**src/rtl/ram_lsu.sv**
```systemverilog
// Load/store initiator between the RV32 memory stage and a word-wide data RAM.
// Sub-word stores use read-modify-write; bad requests complete at once with err_o.
module ram_lsu #(
    parameter logic [31:0] RAM_BASE  = 32'h2000_0000,
    parameter logic [31:0] RAM_BYTES = 32'h1000_0000
) (
    input  logic        clk,
    input  logic        rst,
    input  logic        req_i,
    input  logic        store_i,
    input  logic [2:0]  funct3_i,
    input  logic [31:0] addr_i,
    input  logic [31:0] wdata_i,
    output logic        busy_o,
    output logic        done_o,
    output logic        err_o,
    output logic [31:0] rdata_o,
    output logic        mem_we_o,
    output logic [31:0] mem_addr_o,
    output logic [31:0] mem_wdata_o,
    input  logic [31:0] mem_rdata_i
);

    typedef enum logic [1:0] {
        ST_IDLE = 2'd0,
        ST_RD   = 2'd1,
        ST_WR   = 2'd2,
        ST_RESP = 2'd3
    } state_t;

    localparam logic [2:0] F3_B  = 3'b000;
    localparam logic [2:0] F3_H  = 3'b001;
    localparam logic [2:0] F3_W  = 3'b010;
    localparam logic [2:0] F3_BU = 3'b100;
    localparam logic [2:0] F3_HU = 3'b101;

    function automatic logic [31:0] load_extend(input logic [31:0] word,
                                                input logic [2:0]  f3,
                                                input logic [1:0]  lane);
        logic [7:0]  b;
        logic [15:0] h;
        logic [31:0] res;
        case (lane)
            2'd0:    b = word[7:0];
            2'd1:    b = word[15:8];
            2'd2:    b = word[23:16];
            2'd3:    b = word[31:24];
            default: b = 8'h00;
        endcase
        h = lane[1] ? word[31:16] : word[15:0];
        case (f3)
            F3_B:    res = {{24{b[7]}}, b};
            F3_H:    res = {{16{h[15]}}, h};
            F3_BU:   res = {24'h00_0000, b};
            F3_HU:   res = {16'h0000, h};
            default: res = word;
        endcase
        return res;
    endfunction

    function automatic logic [31:0] store_merge(input logic [31:0] word,
                                                input logic [2:0]  f3,
                                                input logic [1:0]  lane,
                                                input logic [15:0] data);
        logic [31:0] res;
        res = word;
        case (f3)
            F3_B: begin
                case (lane)
                    2'd0:    res[7:0]   = data[7:0];
                    2'd1:    res[15:8]  = data[7:0];
                    2'd2:    res[23:16] = data[7:0];
                    2'd3:    res[31:24] = data[7:0];
                    default: res = word;
                endcase
            end
            F3_H: begin
                if (lane[1]) begin
                    res[31:16] = data;
                end else begin
                    res[15:0] = data;
                end
            end
            default: res = word;
        endcase
        return res;
    endfunction

    state_t      state_r, state_nxt_s;
    logic        store_r;
    logic [2:0]  funct3_r;
    logic [31:0] addr_r;
    logic [15:0] wdata_r;
    logic        busy_r, done_r, err_r, mem_we_r;
    logic [31:0] rdata_r, mem_addr_r, mem_wdata_r;
    logic        accept_s, misaligned_s, out_of_range_s, illegal_s, req_err_s, err_nxt_s;
    logic [31:0] offset_s, mem_addr_nxt_s, mem_wdata_nxt_s;

    assign accept_s = (state_r == ST_IDLE) && req_i;

    // Request legality, judged on the raw inputs so the decision is ready at accept
    always_comb begin
        offset_s       = addr_i - RAM_BASE;
        out_of_range_s = (offset_s >= RAM_BYTES);
        case (funct3_i)
            F3_H, F3_HU: misaligned_s = addr_i[0];
            F3_W:        misaligned_s = (addr_i[1:0] != 2'b00);
            default:     misaligned_s = 1'b0;
        endcase
        case (funct3_i)
            F3_B, F3_H, F3_W: illegal_s = 1'b0;
            F3_BU, F3_HU:     illegal_s = store_i;
            default:          illegal_s = 1'b1;
        endcase
        req_err_s = misaligned_s | out_of_range_s | illegal_s;
    end

    // Next state plus the bus values the next state will present
    always_comb begin
        state_nxt_s     = state_r;
        err_nxt_s       = 1'b0;
        mem_addr_nxt_s  = 32'h0000_0000;
        mem_wdata_nxt_s = 32'h0000_0000;
        case (state_r)
            ST_IDLE: begin
                if (!req_i) begin
                    state_nxt_s = ST_IDLE;
                end else if (req_err_s) begin
                    state_nxt_s = ST_RESP;
                    err_nxt_s   = 1'b1;
                end else if (store_i && (funct3_i == F3_W)) begin
                    state_nxt_s     = ST_WR;
                    mem_addr_nxt_s  = {addr_i[31:2], 2'b00};
                    mem_wdata_nxt_s = wdata_i;
                end else begin
                    state_nxt_s    = ST_RD;
                    mem_addr_nxt_s = {addr_i[31:2], 2'b00};
                end
            end
            ST_RD: begin
                if (store_r) begin
                    state_nxt_s     = ST_WR;
                    mem_addr_nxt_s  = {addr_r[31:2], 2'b00};
                    mem_wdata_nxt_s = store_merge(mem_rdata_i, funct3_r, addr_r[1:0], wdata_r);
                end else begin
                    state_nxt_s = ST_RESP;
                end
            end
            ST_WR:   state_nxt_s = ST_RESP;
            ST_RESP: state_nxt_s = ST_IDLE;
            default: state_nxt_s = ST_IDLE;
        endcase
    end

    // State register and registered control/bus outputs
    always_ff @(posedge clk) begin
        if (rst) begin
            state_r     <= ST_IDLE;
            busy_r      <= 1'b0;
            done_r      <= 1'b0;
            err_r       <= 1'b0;
            mem_we_r    <= 1'b0;
            mem_addr_r  <= 32'h0000_0000;
            mem_wdata_r <= 32'h0000_0000;
        end else begin
            state_r     <= state_nxt_s;
            busy_r      <= (state_nxt_s != ST_IDLE);
            done_r      <= (state_nxt_s == ST_RESP);
            err_r       <= err_nxt_s;
            mem_we_r    <= (state_nxt_s == ST_WR);
            mem_addr_r  <= mem_addr_nxt_s;
            mem_wdata_r <= mem_wdata_nxt_s;
        end
    end

    // Request capture; only the low halfword of store data is needed after accept
    always_ff @(posedge clk) begin
        if (rst) begin
            store_r  <= 1'b0;
            funct3_r <= 3'b000;
            addr_r   <= 32'h0000_0000;
            wdata_r  <= 16'h0000;
        end else if (accept_s) begin
            store_r  <= store_i;
            funct3_r <= funct3_i;
            addr_r   <= addr_i;
            wdata_r  <= wdata_i[15:0];
        end
    end

    // Load result: cleared on accept, filled from the RAM word at the end of RD
    always_ff @(posedge clk) begin
        if (rst) begin
            rdata_r <= 32'h0000_0000;
        end else if ((state_r == ST_RD) && !store_r) begin
            rdata_r <= load_extend(mem_rdata_i, funct3_r, addr_r[1:0]);
        end else if (accept_s) begin
            rdata_r <= 32'h0000_0000;
        end
    end

    assign busy_o      = busy_r;
    assign done_o      = done_r;
    assign err_o       = err_r;
    assign rdata_o     = rdata_r;
    assign mem_we_o    = mem_we_r & ~rst;
    assign mem_addr_o  = mem_addr_r;
    assign mem_wdata_o = mem_wdata_r;

endmodule

```
**config.mk**
```make
export PLATFORM = sky130hd
export DESIGN_NAME = ram_lsu
export DESIGN_NICKNAME = d
export VERILOG_FILES = /design/src/rtl/ram_lsu.sv
export SDC_FILE = /design/constraint.sdc
export NUM_CORES = 1
export LEC_CHECK = 0
export ABC_AREA = 1
export ABC_CLOCK_PERIOD_IN_PS = 3500
export BUFFER_PORTS_ARGS = -buffer_cell sky130_fd_sc_hd__buf_2
export CAP_MARGIN = 5
export CORE_MARGIN = 2
export CORE_UTILIZATION = 50
export CTS_BUF_LIST = sky130_fd_sc_hd__clkbuf_8
export CTS_CLUSTER_SIZE = 12
export DETAILED_ROUTE_END_ITERATION = 12
export PLACE_DENSITY = 0.74
export SLEW_MARGIN = 20
export SYNTH_ARGS = -nofsm -noshare
export SYNTH_HDL_FRONTEND = slang
export SYNTH_SLANG_ARGS = --single-unit
```
**constraint.sdc**
```tcl
create_clock -name clk -period 3.5 [get_ports clk]
set_input_delay 0.525 -clock clk [delete_from_list [all_inputs] [get_ports clk]]
set_output_delay 0.525 -clock clk [all_outputs]
set_load 0.02 [all_outputs]
```
=== Word-level counts from Yosys, hierarchy flattened ===
Index checks and enable logic that the tools add are counted.

* Input bits: 103
* Word-level logic and storage cells: 79
* Register bits after elaboration: 154

* Add/subtract/negate cells: 1
* Mux-type cells: 29
* Bitwise logic cells: 6
* Reduce and logical (&&, ||, !) cells: 15
* Order comparisons: 1
* Equality and inequality tests: 15

{| class="wikitable"
|+ Operators by type and width
! operator !! count
|-
| 2-to-1 mux 32 bit || 9
|-
| case mux 32 bit (2 select lines) || 3
|-
| case mux 32 bit (4 select lines) || 1
|-
| 2-to-1 mux 16 bit || 3
|-
| greater-or-equal comparator 32 x 29 -> 1 bit, second input constant || 1
|-
| 2-to-1 mux 8 bit || 4
|-
| case mux 8 bit (4 select lines) || 1
|-
| subtractor 32 x 30 -> 32 bit, second input constant || 1
|-
| equality test 2 bit, second input constant || 6
|-
| equality test 3 bit, second input constant || 4
|-
| case mux 2 bit (4 select lines) || 1
|-
| equality test 3 x 1 -> 1 bit, second input constant || 2
|-
| logical NOT 3 bit || 2
|-
| 2-to-1 mux 2 bit || 3
|-
| nonzero test 2 bit || 3
|-
| OR reduction 3 bit || 2
|-
| equality test 2 x 1 -> 1 bit, second input constant || 2
|-
| logical NOT 2 bit || 2
|-
| case mux 1 bit (2 select lines) || 2
|-
| OR reduction 2 bit || 2
|-
| equality test 3 x 2 -> 1 bit, second input constant || 1
|-
| logical AND 1 bit || 3
|-
| NOT 1 bit || 3
|-
| 2-to-1 mux 1 bit || 2
|-
| other kinds (3) || 4
|}

=== Logic depth before layout (Yosys ltp) ===
Gate-level depths: netlist (run 1).

* Word-level depth: 9
* Mapped depth: 11
* Mapped depth without buffers: 10

=== Least setup slack after synthesis (run 1) ===
No wires, ideal clock.

* Kind: input to register
* Start point: input port addr_i[29]
* End point: register busy_r (netlist: busy_o)
* Cell stages on the path: 10
* Arrival: 1,603 ps
* Required time: 3,386 ps
* Library setup time: 114 ps
* Slack: 1,784 ps
* Cell sequence: inv_1 > ha_1 > nand3b_1 > nor2_1 > nand3_2 > clkbuf_1 > o21ai_1 > nand2_1 > nand2_1 > nand2_1

* Cells in the longest elaborated chain, start to end: 8

{| class="wikitable"
|+ Ends and longest elaborated chain
! element !! RTL line !! text
|-
| start, declared || 12 || <nowiki>input logic [31:0] addr_i,</nowiki>
|-
| subtractor 32 x 30 -> 32 bit || 103 || <nowiki>offset_s = addr_i - RAM_BASE;</nowiki>
|-
| greater-or-equal comparator 32 x 29 -> 1 bit || 104 || <nowiki>out_of_range_s = (offset_s >= RAM_BYTES);</nowiki>
|-
| bitwise OR 1 bit (2 in a row) || 115 || <nowiki>req_err_s = misaligned_s | out_of_range_s | illegal_s;</nowiki>
|-
| 2-to-1 mux 2 bit || 128 || <nowiki>end else if (req_err_s) begin</nowiki>
|-
| 2-to-1 mux 2 bit || 126 || <nowiki>if (!req_i) begin</nowiki>
|-
| case mux 2 bit (4 select lines) || 124 || <nowiki>case (state_r)</nowiki>
|-
| nonzero test 2 bit || 167 || <nowiki>busy_r <= (state_nxt_s != ST_IDLE);</nowiki>
|-
| end signal, assigned || 167 ||
|-
| end, declared || 94 || <nowiki>logic busy_r, done_r, err_r, mem_we_r;</nowiki>
|}

No other way between the ends.
A chain may end at the register's enable or synchronous reset.

=== Final worst setup path (run 1) ===
* Start point: register state_r[1]
* End point: register mem_addr_r[30] (netlist: mem_addr_o[30])

* Cells in the longest elaborated chain, start to end: 2

{| class="wikitable"
|+ Ends and longest elaborated chain
! element !! RTL line !! text
|-
| start, declared || 89 || <nowiki>state_t state_r, state_nxt_s;</nowiki>
|-
| start signal, assigned || 166 || <nowiki>state_r <= state_nxt_s;</nowiki>
|-
| equality test 2 x 1 -> 1 bit / logical NOT 2 bit (equally long branches) || 124 ||
|-
| case mux 32 bit (2 select lines) (*) || 124 ||
|-
| end signal, assigned || 171 || <nowiki>mem_addr_r <= mem_addr_nxt_s;</nowiki>
|-
| end, declared || 95 || <nowiki>logic [31:0] rdata_r, mem_addr_r, mem_wdata_r;</nowiki>
|}

Mark *: on every way between the ends. The rest lies on a longest branch, timed or not.

==> results of run 1 <==
## area by class of cell
cell class	count	area, sq um
antenna	1	2.50
tap	184	230
inverter	82	310
clock buffer	17	234
fill	1447	5700
sequential	152	3040
clock inverter	15	186
timing repair buffer	211	1100
multi-input combinational	814	3840
## critical path, delay by kind of cell, from the launching register on
| kind | cells | cell delay (ns) |
|---|---|---|
| flops | 1 | 0.34 |
| buf+inv | 3 | 1.36 |
| simple gates | 2 | 0.17 |
| fa+ha+maj | 1 | 0.23 |
| compound gates | 1 | 0.06 |
## report_power, final
part	switching, W	internal (W)	total [W]
sequential	0.0000912	0.00185	0.00194
clock	0.000776	0.000667	0.00144
combinational	0.000900	0.000403	0.00130
## stage by stage
step	hold slack, ns	setup slack [ns]	power (W)	cells	instance area (sq um)
after floorplan	0.419	1.78	0.00296	1124	7570
after global placement	0.428	1.23	0.00325	1443	8520
after CTS	0.270	1.19	0.00470	1475	8940
after detailed placement	0.437	1.21	0.00326	1443	8520
after global routing	0.283	0.981	0.00497	1475	8940
final	0.295	1.19	0.00469	1476	8940
## cells in the mapped netlist
library cell  instances  share of area
a21oi_1             163           0.11
a21oi_2              10          0.012
nand3b_1              1        0.00099
buf_1                 7         0.0035
and2_1                6         0.0050
buf_6                 3         0.0045
o211ai_1             18          0.018
nor2_4                2         0.0030
nand2_2              17          0.014
nand3_1              94          0.062
nor2_2                3         0.0025
nand4_4               1         0.0028
clkbuf_1             29          0.014
dfxtp_1             152           0.40
buf_2                28          0.019
buf_8                 1         0.0020
or2_2                 6         0.0050
ha_1                  4         0.0066
a21oi_4               1         0.0021
nand2_4               2         0.0030
o21ai_1               1        0.00066
inv_4                 1        0.00083
clkinv_1              1        0.00050
nand3_2               2         0.0026
nor2_1               28          0.014
nand2_1             364           0.18
conb_1                1        0.00050
inv_1                69          0.034
inv_2                11         0.0055
nand4_1               1        0.00083
o21ai_0              59          0.039
buf_4                 8         0.0079
or2_1                29          0.024
## state kept, by name, indices dropped and copies added, names as in the netlist
name	flops
err_o	1
done_o	1
wdata_r	16
store_r	1
rdata_o	32
mem_wdata_o	32
state_r	2
mem_we_r	1
addr_r	32
funct3_r	3
mem_addr_o	30
busy_o	1
## path summary, 6_finish.rpt
path,start,end,cells after the start
worst max-delay path,state_r[1],mem_addr_o[30],7
worst min-delay path,addr_i[22],addr_r[22],3
worst max register to register,state_r[1],mem_addr_o[30],7
worst min register to register,addr_r[28],mem_addr_o[28],2
## cells in the final DEF (no fill, tap or decap), types with 18 or more instances in the layout
master    instances
a21oi_1         163
buf_2           199
dfxtp_1         151
inv_1            69
nand2_1         364
nand3_1          94
nor2_1           28
o211ai_1         18
o21ai_0          59
or2_1            29
## cells by family (layout without fill, tap and decap cells)
family / after synthesis / in the layout
DFF: 152 / 152
buffers and inverters: 158 / 325
other: 1 / 3
and+or+nand+nor: 556 / 556
adders and majority gates: 4 / 4
AOI/OAI and AO/OA: 252 / 252
## routing by layer
layer  routed length [um]  global-route usage  up-vias
met5                   13                   0        -
met4                  615               0.116        2
met3                 1910              0.0821       50
met2                10200               0.433      304
met1                 9590               0.361     3471
li1                     -                   -     3936
==> results.txt, run 1 <==
- Final layout net count: approximately 1400
* Max_cap viols: 0
- Fin. Hold Viols: 0
- Walking the worst path, the cells encountered are inv_1, ha_1, nand2_1, clkinv_1, buf_4, nand2_1, a21oi_1.
* Pwr per Cell Area: ~520 mW/mm^2
- A synthesized cell averages between 6 and 7 sq um.
- After clock tree synthesis, the setup repair step added 0 buffers.
- Number of hold buffers added after CTS: 0
- The first detailed-routing pass ran for 7 iterations.
- The flow ran to the end, and the final reports show no timing, DRC or antenna violations.
- CP max FO: 32
- Yosys reg bits: ~150
- Row cnt: between 40 and 50
- For this design the static power due to leakage is around 4.0 nW.
* Number of buffers inserted during clock tree synthesis: 17
* Crit path DAT: approximately 2.7 ns
- For the finished layout, the period the worst path requires is about 2.3 ns.
* Count of instances resized after the clock tree is built: 0
- For this run, the total global-route usage over all layers was measured as 0.278.
- Yosys warnings: 0
- Die height: ~130 um
* Clock skew: approximately 0.018 ns
* Clock root buffer: clkbuf_8
* Routed Antenna Nets: 0
- Synthesis produced a netlist whose cell count is around 1100.
* RePlAce Congestion: a little over 0.9
- Post-detailed-route DRC marker count: 0
- In this design, the stage delay of the slowest critical-path cell is about 0.77 ns.
* Number of different library cells in the post-synthesis netlist: 33
- The count of buffers added on input and output ports is 200.
* Clk slew on worst S/H paths: 0.09 ns
- After routing, the total negative slack on setup checks comes to 0 ns.
- Wire length after detailed routing: approximately 22000 um
* Crit path launch type: flop
- STA classifies the critical path endpoint as a flop.
- Hold crit path type: in2reg
- For the pin with the worst max-slew slack, the measured transition is 1.02 ns.
- The later pin in the worst-skew pair is clocked with a latency of a little under 0.5 ns.
- Of the total synthesized cell area, the portion taken by full adders, half adders and majority gates is 0.00661.
- Initial Utilization: 0.517
- Timing-limited maximum frequency: 433 MHz
* Count of endpoints failing setup in the final report: 0
- XOR/XNOR Fraction of Synth Area: 0
* HPWL after detailed placement: 15300 um
* Final cycle utilization of the critical path: 0.660
- The synthesized netlist occupies a cell area of ~0.0076 sq mm.
* Required time at the endpoint of the critical path: between 3 and 4 ns
* Share of post-route cells with drive strength above 1: 0.232
- # IOs: slightly above 200
* Area added between synthesis and finish: 18.1%
- Of the post-synthesis cell area, the part taken by muxes is 0.
* Worst setup path category: reg2reg
* Vias in the first global route: 7029
- Util after Layout: 0.611
- Setup slack on the worst reg-to-reg path comes out at approximately 1.2 ns.
- Entering global routing, the biggest net connects 91 pins.
- Buffer depth of the longest clock path: 2
* Global route total overflow: 0
* Routed wirelength normalized by instance count: between 15 and 20 um
* Wire length of the first global-routing pass: approximately 36000 um
- The share of the Yosys chip area taken by registers is 0.402.
- TritonCTS built the clock tree.
- From left edge to right edge, the die measures between 100 and 150 um.
* Mean number of vias per cell: 5.26
- The total area inside the core boundary comes to ~0.015 sq mm.
- Max-slew violation count: 0
- Of the total synthesized cell area, the portion taken by AND, OR, NAND and NOR gates is 0.320.
* Antenna violations before repair: 2
- Die Area: approximately 0.016 sq mm
* Number of DRC violations after detailed-routing iteration 0: about 610
- Relative slew margins: 0.314
* Cell at the slowest stage of the critical path: clkinv_1
- Combinational family with the most area after synthesis: simple AND/OR/NAND/NOR gates
- Peak supply drop: 361 uV
- Most used cell along the critical path: nand2_1
- CTS saw 152 sinks.
- The routed layout has roughly 7800 vias.
* Level count of the clock H-tree: 4
* Synthesized-area fraction occupied by ao, oa, aoi and oai cells: 0.179
* Setup repair after global routing missed its margin: false
No activity file was read; power rests on OpenSTA's default activity.
==> run 2: changes to the inputs <==
ABC_CLOCK_PERIOD_IN_PS = 2300   (was 3500)
clock period = 2.3 ns   (was 3.5 ns; I/O delays follow)
==> run 2 against run 1 <==
Compared with the run above:
- via count grew 1.1%
- sequential cell count unchanged
- critical path type unchanged
- clock power up 32%
- clock skew is 0.0061 ns lower
- maximum frequency is 17% higher
==> results.txt, run 2 (synthesis gave the netlist of run 1 again) <==
* Leakage power summed over all cells: ~4 nW
- Setup TNS: 0 ns
- The library cell used most frequently in the layout, excluding fill and tap cells, is nand2_1.
- The root buffer cell chosen for the clock tree is clkbuf_8.
- CP max FO: 28
- Die X: ~130 um
- Result of the run: finished, final reports clean
* Row cnt: 44
* Number of buffers inserted during clock tree synthesis: 17
- The first global-routing pass estimated ~36000 um of wire.
- The region available for standard cell placement spans between 0.01 and 0.015 sq mm.
* Number of sinks handled by clock tree synthesis: between 150 and 200
- After detailed placement, the design holds a cell count of approximately 1400.
* Hold crit path type: in2reg
- TritonRoute pass-1 iters: 8
- Fin. Hold Viols: 0
* Share of post-route cells with drive strength above 1: 0.235
* Die height: 127 um
* Buffer depth of the longest clock path: 2
- The net count of the finished layout is around 1400.
* Vias in the first global route: ~7100
* TritonCTS clock tree: done
* Routed wirelength normalized by instance count: approximately 15 um
* Count of input and output buffers: 200
- In the global route stage, overall resource usage came out at 0.276.
- Setup Fix Bufs, Post-CTS: 0
* Minimum clock period: about 2.0 ns
- Timing-limited maximum frequency: between 500 and 600 MHz
* Peak supply drop: ~550 uV
- RePlAce Congestion: approximately 0.94
- Antenna violations before repair: 1
* Crit path DAT: roughly 2.3 ns
- Setup repair after global routing left no endpoint under its margin.
- The floorplan step defined a die boundary enclosing between 0.015 and 0.02 sq mm.
- Clock latency on the worst-skew pair, taken at its later pin, is 0.47 ns.
- Initial Utilization: 0.517
- In this run the number of H-tree levels came out at 4.
- Pwr per Cell Area: between 700 and 800 mW/mm^2
- The max-slew violation total from the final report came to 0.
- HPWL after detailed placement: between 15000 and 20000 um
- Required time at the endpoint of the critical path: approximately 2.7 ns
- The first routing iteration left slightly below 700 violations.
* Number of hold buffers added after CTS: 0
- The worst setup path is launched from a flop.
- Wire length after detailed routing: ~22000 um
- Final cycle utilization of the critical path: 0.861
- Post-detailed-route DRC marker count: 0
- The count of nets left with antenna violations once routing finished came out at 0.
* Clock skew: 0.0122 ns
* Actual slew at the worst max-slew pin: between 0.7 and 0.8 ns
* Count of endpoints failing setup in the final report: 0
- In this run, post-CTS repair resized a total of 0 instances.
* Pin count of the biggest net entering global routing: 86
- Worst setup path category: reg2reg
- Headroom to the max-slew limit came out at 0.516.
- During I/O placement, the number of pins put on the boundary was about 200.
- Leading cell types in the layout, fill and taps excluded: nand2_1, buf_2, a21oi_1
- From synthesis to final layout, the design area changed by 18.3%.
- In the routed layout, each cell is associated on average with a via count of about 5.3.
- Clk slew on worst S/H paths: approximately 0.09 ns
- Excluding fillers, the count of instances in the completed layout stands at roughly 1500.
- Across all layers, the routed design uses just under 8000 vias.
- Max_cap viols: 0
- Global route total overflow: 0
- The worst setup path is captured at a flop.
==> run 2: changes by cell type in the layout (fill, tap and decap cells not counted), sizes merged <==
cell	change
clkinv	-1
inv	+1
clkbuf	+1
bufinv	-2
clkinvlp	+1
buf	+6
==> run 2: path summary, 6_finish.rpt <==
kind | from | endpoint | slack [ns] | cells past startpoint
worst max-delay path | state_r[1] | mem_wdata_o[2] | 0.32 | 7
worst min-delay path | addr_i[24] | addr_r[24] | 0.13 | 3
worst max register to register | state_r[1] | mem_wdata_o[2] | 0.32 | 7
worst min register to register | addr_r[28] | mem_addr_o[28] | 0.46 | 2
==> run 2: routing by layer <==
metal / GRT usage / routed length, um / vias to the layer above
met5: 0 / 13 / -
met4: 0.0924 / 509 / 2
met3: 0.0808 / 1960 / 33
met2: 0.439 / 10300 / 311
met1: 0.361 / 9670 / 3560
li1: - / - / 3945
==> run 2: metrics by stage <==
| stage | area, sq um | power, W | worst slack (ns) | hold WS [ns] | utilization |
|---|---|---|---|---|---|
| 2_1_floorplan | 7570 | 0.00451 | 0.764 | 0.419 | - |
| 3_3_place_gp | 8590 | 0.00500 | 0.393 | 0.446 | 0.587 |
| 3_5_place_dp | 8590 | 0.00502 | 0.328 | 0.453 | 0.587 |
| 4_1_cts | 8950 | 0.00689 | 0.323 | 0.114 | 0.611 |
| 5_1_grt | 8950 | 0.00730 | 0.148 | 0.131 | 0.611 |
| 6_report | 8950 | 0.00690 | 0.321 | 0.128 | 0.611 |
==> run 2: critical path, cell delays in order (launching register included) <==
cell and delay [ns]:
dfxtp_1 0.34, inv_1 0.06, ha_1 0.22, nand2_1 0.08, clkinv_1 0.57, buf_12 0.42, nand3_1 0.11, a21oi_1 0.06
==> run 2: final cells by class <==
class	instances	area [sq um]
Inverter	82	310
Clock inverter	14	114
Sequential cell	152	3040
Antenna cell	1	2.50
Fill cell	1401	5690
Multi-Input combinational cell	814	3840
Timing Repair Buffer	217	1170
Tap cell	184	230
Clock buffer	18	248
==> run 2: report_power, final <==
group          leakage, nW  internal [W]  total, W  switching (W)
Clock                0.185      0.000802   0.00190        0.00110
Combinational         2.63      0.000643   0.00205        0.00140
Sequential            1.24       0.00282   0.00294       0.000126
